### src/rtl/otter_rf_pkg.sv
// ============================================================================
// Module   : otter_rf_pkg
// Brief    : Shared widths and the register-file write record.
// Revision : 1.0
// ============================================================================
`default_nettype none

package otter_rf_pkg;
  localparam int REG_ADDR_W = 5;
  localparam int XLEN       = 32;
  localparam int NUM_REGS   = 32;

  typedef struct packed {
    logic [REG_ADDR_W-1:0] addr;
    logic [XLEN-1:0]       data;
  } rf_wr_t;
endpackage

`default_nettype wire

### src/rtl/rf_wr_fifo.sv
// ============================================================================
// Module   : rf_wr_fifo
// Brief    : Synchronous FIFO of register-file write records.
// Revision : 1.0
// ============================================================================
`default_nettype none

module rf_wr_fifo
  import otter_rf_pkg::*;
#(
  parameter int FIFO_DEPTH = 4
) (
  input  logic   CLK,
  input  logic   RST_N,
  input  logic   i_push,
  input  rf_wr_t i_data,
  input  logic   i_pop,
  output logic   o_full,
  output logic   o_empty,
  output rf_wr_t o_head
);

  localparam int c_PTR_W = (FIFO_DEPTH > 1) ? $clog2(FIFO_DEPTH) : 1;
  localparam int c_CNT_W = $clog2(FIFO_DEPTH + 1);

  rf_wr_t               r_mem [FIFO_DEPTH];
  logic [c_PTR_W-1:0]   r_wr_ptr;
  logic [c_PTR_W-1:0]   r_rd_ptr;
  logic [c_CNT_W-1:0]   r_count;
  logic                 w_do_push;
  logic                 w_do_pop;

  assign o_full    = (r_count == c_CNT_W'(FIFO_DEPTH));
  assign o_empty   = (r_count == '0);
  assign o_head    = r_mem[r_rd_ptr];
  assign w_do_push = i_push & ~o_full;
  assign w_do_pop  = i_pop & ~o_empty;

  always_ff @(posedge CLK) begin
    if (w_do_push) begin
      r_mem[r_wr_ptr] <= i_data;
    end
  end

  // Depth is a power of two, so pointers wrap by natural overflow.
  always_ff @(posedge CLK) begin
    if (!RST_N) begin
      r_wr_ptr <= '0;
      r_rd_ptr <= '0;
      r_count  <= '0;
    end else begin
      if (w_do_push) r_wr_ptr <= r_wr_ptr + c_PTR_W'(1);
      if (w_do_pop)  r_rd_ptr <= r_rd_ptr + c_PTR_W'(1);
      case ({w_do_push, w_do_pop})
        2'b10:   r_count <= r_count + c_CNT_W'(1);
        2'b01:   r_count <= r_count - c_CNT_W'(1);
        default: r_count <= r_count;
      endcase
    end
  end

endmodule

`default_nettype wire

### src/rtl/rf_write_scheduler.sv
// ============================================================================
// Module   : rf_write_scheduler
// Brief    : Register-file write-port arbiter (WB vs long-latency FIFO) with
//            starvation stall and per-register busy scoreboard.
// Revision : 1.0
// ============================================================================
`default_nettype none

module rf_write_scheduler
  import otter_rf_pkg::*;
#(
  parameter int FIFO_DEPTH   = 4,
  parameter int STARVE_LIMIT = 8
) (
  input  logic                  CLK,
  input  logic                  RST_N,
  input  logic                  WB_WE,
  input  logic [REG_ADDR_W-1:0] WB_A3,
  input  logic [XLEN-1:0]       WB_WD3,
  input  logic                  LL_VALID,
  output logic                  LL_READY,
  input  logic [REG_ADDR_W-1:0] LL_A3,
  input  logic [XLEN-1:0]       LL_WD3,
  input  logic                  ISSUE_VALID,
  input  logic [REG_ADDR_W-1:0] ISSUE_RD,
  output logic                  ISSUE_STALL,
  input  logic [REG_ADDR_W-1:0] DEC_A1,
  input  logic [REG_ADDR_W-1:0] DEC_A2,
  output logic                  DEC_BUSY,
  output logic                  PIPE_STALL,
  output logic                  RF_WE,
  output logic [REG_ADDR_W-1:0] RF_A3,
  output logic [XLEN-1:0]       RF_WD3,
  output logic [NUM_REGS-1:0]   BUSY_VEC
);

  localparam int c_CNT_W = $clog2(STARVE_LIMIT + 1);

  logic                r_pipe_stall;
  logic [c_CNT_W-1:0]  r_starve_cnt;
  logic [c_CNT_W-1:0]  w_cnt_nxt;
  logic [NUM_REGS-1:0] r_busy;
  logic [NUM_REGS-1:0] w_busy_set;
  logic [NUM_REGS-1:0] w_busy_clr;
  logic                w_fifo_full;
  logic                w_fifo_empty;
  rf_wr_t              w_head;
  rf_wr_t              w_push_data;
  logic                w_push;
  logic                w_wb_req;
  logic                w_head_grant;
  logic                w_issue_ok;

  assign w_push_data = '{addr: LL_A3, data: LL_WD3};
  assign LL_READY    = RST_N & ~w_fifo_full;
  assign w_push      = LL_VALID & LL_READY;

  rf_wr_fifo #(
    .FIFO_DEPTH (FIFO_DEPTH)
  ) u_fifo (
    .CLK     (CLK),
    .RST_N   (RST_N),
    .i_push  (w_push),
    .i_data  (w_push_data),
    .i_pop   (w_head_grant),
    .o_full  (w_fifo_full),
    .o_empty (w_fifo_empty),
    .o_head  (w_head)
  );

  // WB has priority unless the pipeline is frozen to drain a starved head.
  assign w_wb_req     = RST_N & WB_WE & (WB_A3 != '0) & ~r_pipe_stall;
  assign w_head_grant = RST_N & ~w_wb_req & ~w_fifo_empty;

  always_comb begin
    RF_WE  = 1'b0;
    RF_A3  = '0;
    RF_WD3 = '0;
    if (w_wb_req) begin
      RF_WE  = 1'b1;
      RF_A3  = WB_A3;
      RF_WD3 = WB_WD3;
    end else if (w_head_grant) begin
      RF_WE  = (w_head.addr != '0);
      RF_A3  = w_head.addr;
      RF_WD3 = w_head.data;
    end
  end

  // Stall is raised on the edge where the denial count reaches the limit.
  assign w_cnt_nxt = r_starve_cnt + c_CNT_W'(1);

  always_ff @(posedge CLK) begin
    if (!RST_N) begin
      r_starve_cnt <= '0;
      r_pipe_stall <= 1'b0;
    end else if (r_pipe_stall) begin
      r_starve_cnt <= '0;
      r_pipe_stall <= 1'b0;
    end else if (!w_fifo_empty && !w_head_grant) begin
      r_starve_cnt <= w_cnt_nxt;
      r_pipe_stall <= (w_cnt_nxt == c_CNT_W'(STARVE_LIMIT));
    end else begin
      r_starve_cnt <= '0;
      r_pipe_stall <= 1'b0;
    end
  end

  assign PIPE_STALL  = r_pipe_stall;
  assign ISSUE_STALL = ISSUE_VALID & (ISSUE_RD != '0) & r_busy[ISSUE_RD];
  assign w_issue_ok  = ISSUE_VALID & (ISSUE_RD != '0) & ~r_busy[ISSUE_RD];
  assign DEC_BUSY    = ((DEC_A1 != '0) & r_busy[DEC_A1]) |
                       ((DEC_A2 != '0) & r_busy[DEC_A2]);

  always_comb begin
    w_busy_set = '0;
    w_busy_clr = '0;
    if (w_issue_ok)   w_busy_set[ISSUE_RD]    = 1'b1;
    if (w_head_grant) w_busy_clr[w_head.addr] = 1'b1;
  end

  always_ff @(posedge CLK) begin
    if (!RST_N) begin
      r_busy <= '0;
    end else begin
      r_busy <= ((r_busy & ~w_busy_clr) | w_busy_set) & ~NUM_REGS'(1);
    end
  end

  assign BUSY_VEC = r_busy;

endmodule

`default_nettype wire

### config.mk
export PLATFORM = sky130hd
export DESIGN_NAME = rf_write_scheduler
export DESIGN_NICKNAME = d
export VERILOG_FILES = /design/src/rtl/otter_rf_pkg.sv /design/src/rtl/rf_wr_fifo.sv /design/src/rtl/rf_write_scheduler.sv
export SDC_FILE = /design/constraint.sdc
export NUM_CORES = 1
export LEC_CHECK = 0
export CAP_MARGIN = 20
export CORE_MARGIN = 1
export CORE_UTILIZATION = 55
export CTS_BUF_LIST = sky130_fd_sc_hd__clkbuf_16
export DETAILED_ROUTE_END_ITERATION = 12
export PLACE_DENSITY = 0.84
export SYNTH_ARGS = -nofsm -noshare
export SYNTH_HDL_FRONTEND = slang
export SYNTH_HIERARCHICAL = 1
export SYNTH_SLANG_ARGS = --single-unit
### constraint.sdc
create_clock -name CLK -period 9.96 [get_ports CLK]
set_input_delay 1.992 -clock CLK [delete_from_list [all_inputs] [get_ports CLK]]
set_output_delay 1.992 -clock CLK [all_outputs]
set_load 0.005 [all_outputs]
==> run_results.csv <==
group,metric,value,unit
status,status,"finished, final reports clean",
cts,cts_buffers,17,
yosys,synth_top_area_cell,"edfxtp_1",
layout,drive_gt1_share,15.4,%
yosys,synth_edf_count,148,
cts,cts.sinks,193,
setup_path,crit_type,"input port to output port",
global_routing,grt_pass1_vias,6067,
route,ant_nets,0,
yosys,synth_common_cells,"148 x edfxtp_1, 56 x mux4_2, 45 x dfxtp_1",
layout,num_antenna_cells,0,
yosys,avgSynthCellArea,15.8,µm²
route,drc,0,
setup_path,critical_path_arrival,5.20,ns
layout,finalNetCount,801,
timing,drv_slew,0,
cts,h-tree-depth,4,
global_routing,grt_pass1_wl,32400,µm
min_path,hold_path_class,"flop to flop",
yosys,synth_area,8740,µm²
setup_path,cp_max_fo,51,
route,detail_route.vias_per_cell,6.25,
timing,hold_viol,0,
timing,relSlewSlack,29.5,%
die,start_util,56.9,%
cts,path_clk_slew,0.06,ns
yosys,synth_top_area_share,50.8,%
cts,cts-root-buf,"clkbuf_16",
yosys,synthesis.nets,655,
timing,rsz0062_at_grt,"false",
global_routing,grt_antenna_before_repair,0,
timing,hold_ws,0.468,ns
cts,clock_latency,0.42,ns
timing,fin_skew,0.00788,ns
cts,postCtsHoldBufs,0,
yosys,ys_ff_latch,193,
yosys,synth_area_leaders,"edfxtp_1 51%, mux4_2 14%, dfxtp_1 10%",
timing,fin_crit,7.19,ns
die,coreArea,15400,µm²
power_and_ir_drop,p_leak,3.55,nW
yosys,synth-warning-count,6,
timing,setup_viol,0,
placed_design,routabilityCongestion,0.962,
global_routing,overflow,0,
layout,layout.cells.non_filler,923,
cts,cts_tree,"done",
yosys,synth_seq_area_share,61.1,%
setup_path,required,7.97,ns
power_and_ir_drop,power_density,160,nW/µm²
timing,finalCritPeriodShare,72.2,%
route,drt-total-wl,20600,µm
global_routing,grtUsageTotal,26.5,%
timing,fmax,0.139,GHz
timing,setup_tns,0,ns
placed_design,dp_cells,891,
yosys,synth_async_sr_flop_share,0,%
cts,cts_setup_buffers,0,
setup_path,cp-start-kind,"input port",
layout,syn2layout_area_growth,26.4,%
cts,cts_max_path_buffers,2,
global_routing,grt_max_degree,52,
cts,post_cts_resized,0,
die,fp.dieArea,16400,µm²
die,rows,45,
die,die_h,128,µm
power_and_ir_drop,ir_worst_vdd,0.000125,V
route,vias,5770,
layout,fill_cells,992,
placed_design,port_buffers,166,
yosys,yosysMostFrequentCell,"edfxtp_1",
die,die_x,128,µm
route,wl_per_cell,22.3,µm
die,ios,168,
yosys,synth_flop_cell,"edfxtp_1",
route,drtPass1Iterations,5,
run,maxCapViolCount,0,
power_and_ir_drop,total_power,1.77,mW
route,dr.first_iter.drc_count,462,
yosys,syn_inst,554,
yosys,ys_types,66,
timing,tightest_slew,1.06,ns
setup_path,crit_path_end_kind,"output port",
placed_design,dp_hpwl,13300,µm
==> flip-flops by register name (all words and copies together), names as in the netlist, named ones only <==
signal	count
PIPE_STALL	1
u_fifo/r_wr_ptr	2
r_starve_cnt	4
u_fifo/r_count	3
BUSY_VEC	31
u_fifo/r_rd_ptr	2
u_fifo/r_mem	148
==> cell type report <==
type,count,area [µm²],area share (%)
Clock buffer,17,425,3.85
Clock inverter,14,171,1.55
Inverter,8,30.0,0.272
Multi-Input combinational cell,311,3120,28.2
Sequential cell,193,5350,48.4
Tap cell,211,264,2.39
Timing Repair Buffer,169,1700,15.3
==> worst paths after layout <==
path	start	to	slack (ns)	cells after the start
setup reg to reg	PIPE_STALL	u_fifo/r_count[2]	6.61	11
hold / removal	r_starve_cnt[0]	r_starve_cnt[0]	0.47	1
setup / recovery	RST_N	RF_WD3[8]	2.77	8
hold reg to reg	r_starve_cnt[0]	r_starve_cnt[0]	0.47	1
==> power breakdown <==
group	total (mW)	internal, mW	leakage (nW)	switching, mW
clock	0.689	0.414	0.298	0.276
combinational	0.184	0.0999	1.55	0.0837
sequential	0.893	0.884	1.71	0.00887
==> kinds of logic (layout without fill, tap and decap cells) <==
family          count (synthesis)  in the layout  share of synthesized area, %
simple gates                  106            106                          7.54
buf+inv                        50            208                          3.28
xor+xnor                        5              5                         0.501
compound gates                123            123                          10.5
fa+ha+maj                       7              7                          1.09
mux                            69             69                          15.9
other cells                     1              1                        0.0429
flops                         193            193                          61.1
==> critical path, cell delays in order <==
cell and delay, ns:
clkdlybuf4s50_1 0.46, buf_4 0.40, and3b_1 0.40, o21a_2 0.82, nor2_4 0.19, buf_12 0.24
a22o_1 0.20, clkdlybuf4s50_1 0.46
==> stage by stage <==
| step | cell area, µm² | setup slack [ns] | utilization [%] |
|---|---|---|---|
| 4_1_cts | 11000 | 2.65 | 71.8 |
| 3_3_place_gp | 10400 | 2.73 | 67.9 |
| 6_report | 11100 | 2.77 | 71.9 |
| 2_1_floorplan | 8740 | 4.59 | - |
| 5_1_grt | 11100 | 2.59 | 71.9 |
| 3_5_place_dp | 10400 | 2.64 | 67.9 |
==> layer usage <==
| metal | GRT usage (%) | share of wire [%] | wire length, µm | up-vias |
|---|---|---|---|---|
| met5 | 0 | 0 | 0 | - |
| met4 | 11.3 | 2.1 | 423 | 0 |
| met3 | 6.59 | 7.8 | 1600 | 39 |
| met2 | 44.5 | 50 | 10300 | 300 |
| met1 | 32.7 | 40 | 8230 | 2885 |
| li1 | - | - | - | 2546 |
==> cells in the final DEF, fill, tap and decap left out, types with 3 or more instances in the layout <==
master           netlist  routed
nand2b_1               5       5
and3_1                 4       4
nor2b_1                8       8
nand4b_1               3       3
xnor2_1                3       3
o21ai_0               15      15
mux2i_1               11      11
o211ai_1              24      24
and2_2                 0       4
clkdlybuf4s50_1        0     166
o21ai_1               16      16
nand3_1                7       7
nand2_1               24      24
dfxtp_1               45      43
ha_1                   6       6
bufinv_16              0       4
nor2_1                11      11
and3b_1                3       3
clkbuf_16              0      17
nor3_1                 4       4
inv_1                  7       9
a21oi_1                7       7
nand3b_1               4       4
and2_1                 8       4
mux4_2                56      56
a32o_1                 7       7
nor3b_1                3       3
clkinv_1               0       3
a22o_1                37      37
or3_1                  4       4
edfxtp_1             148     148
Note: power is estimated with default switching activity, not from simulation.
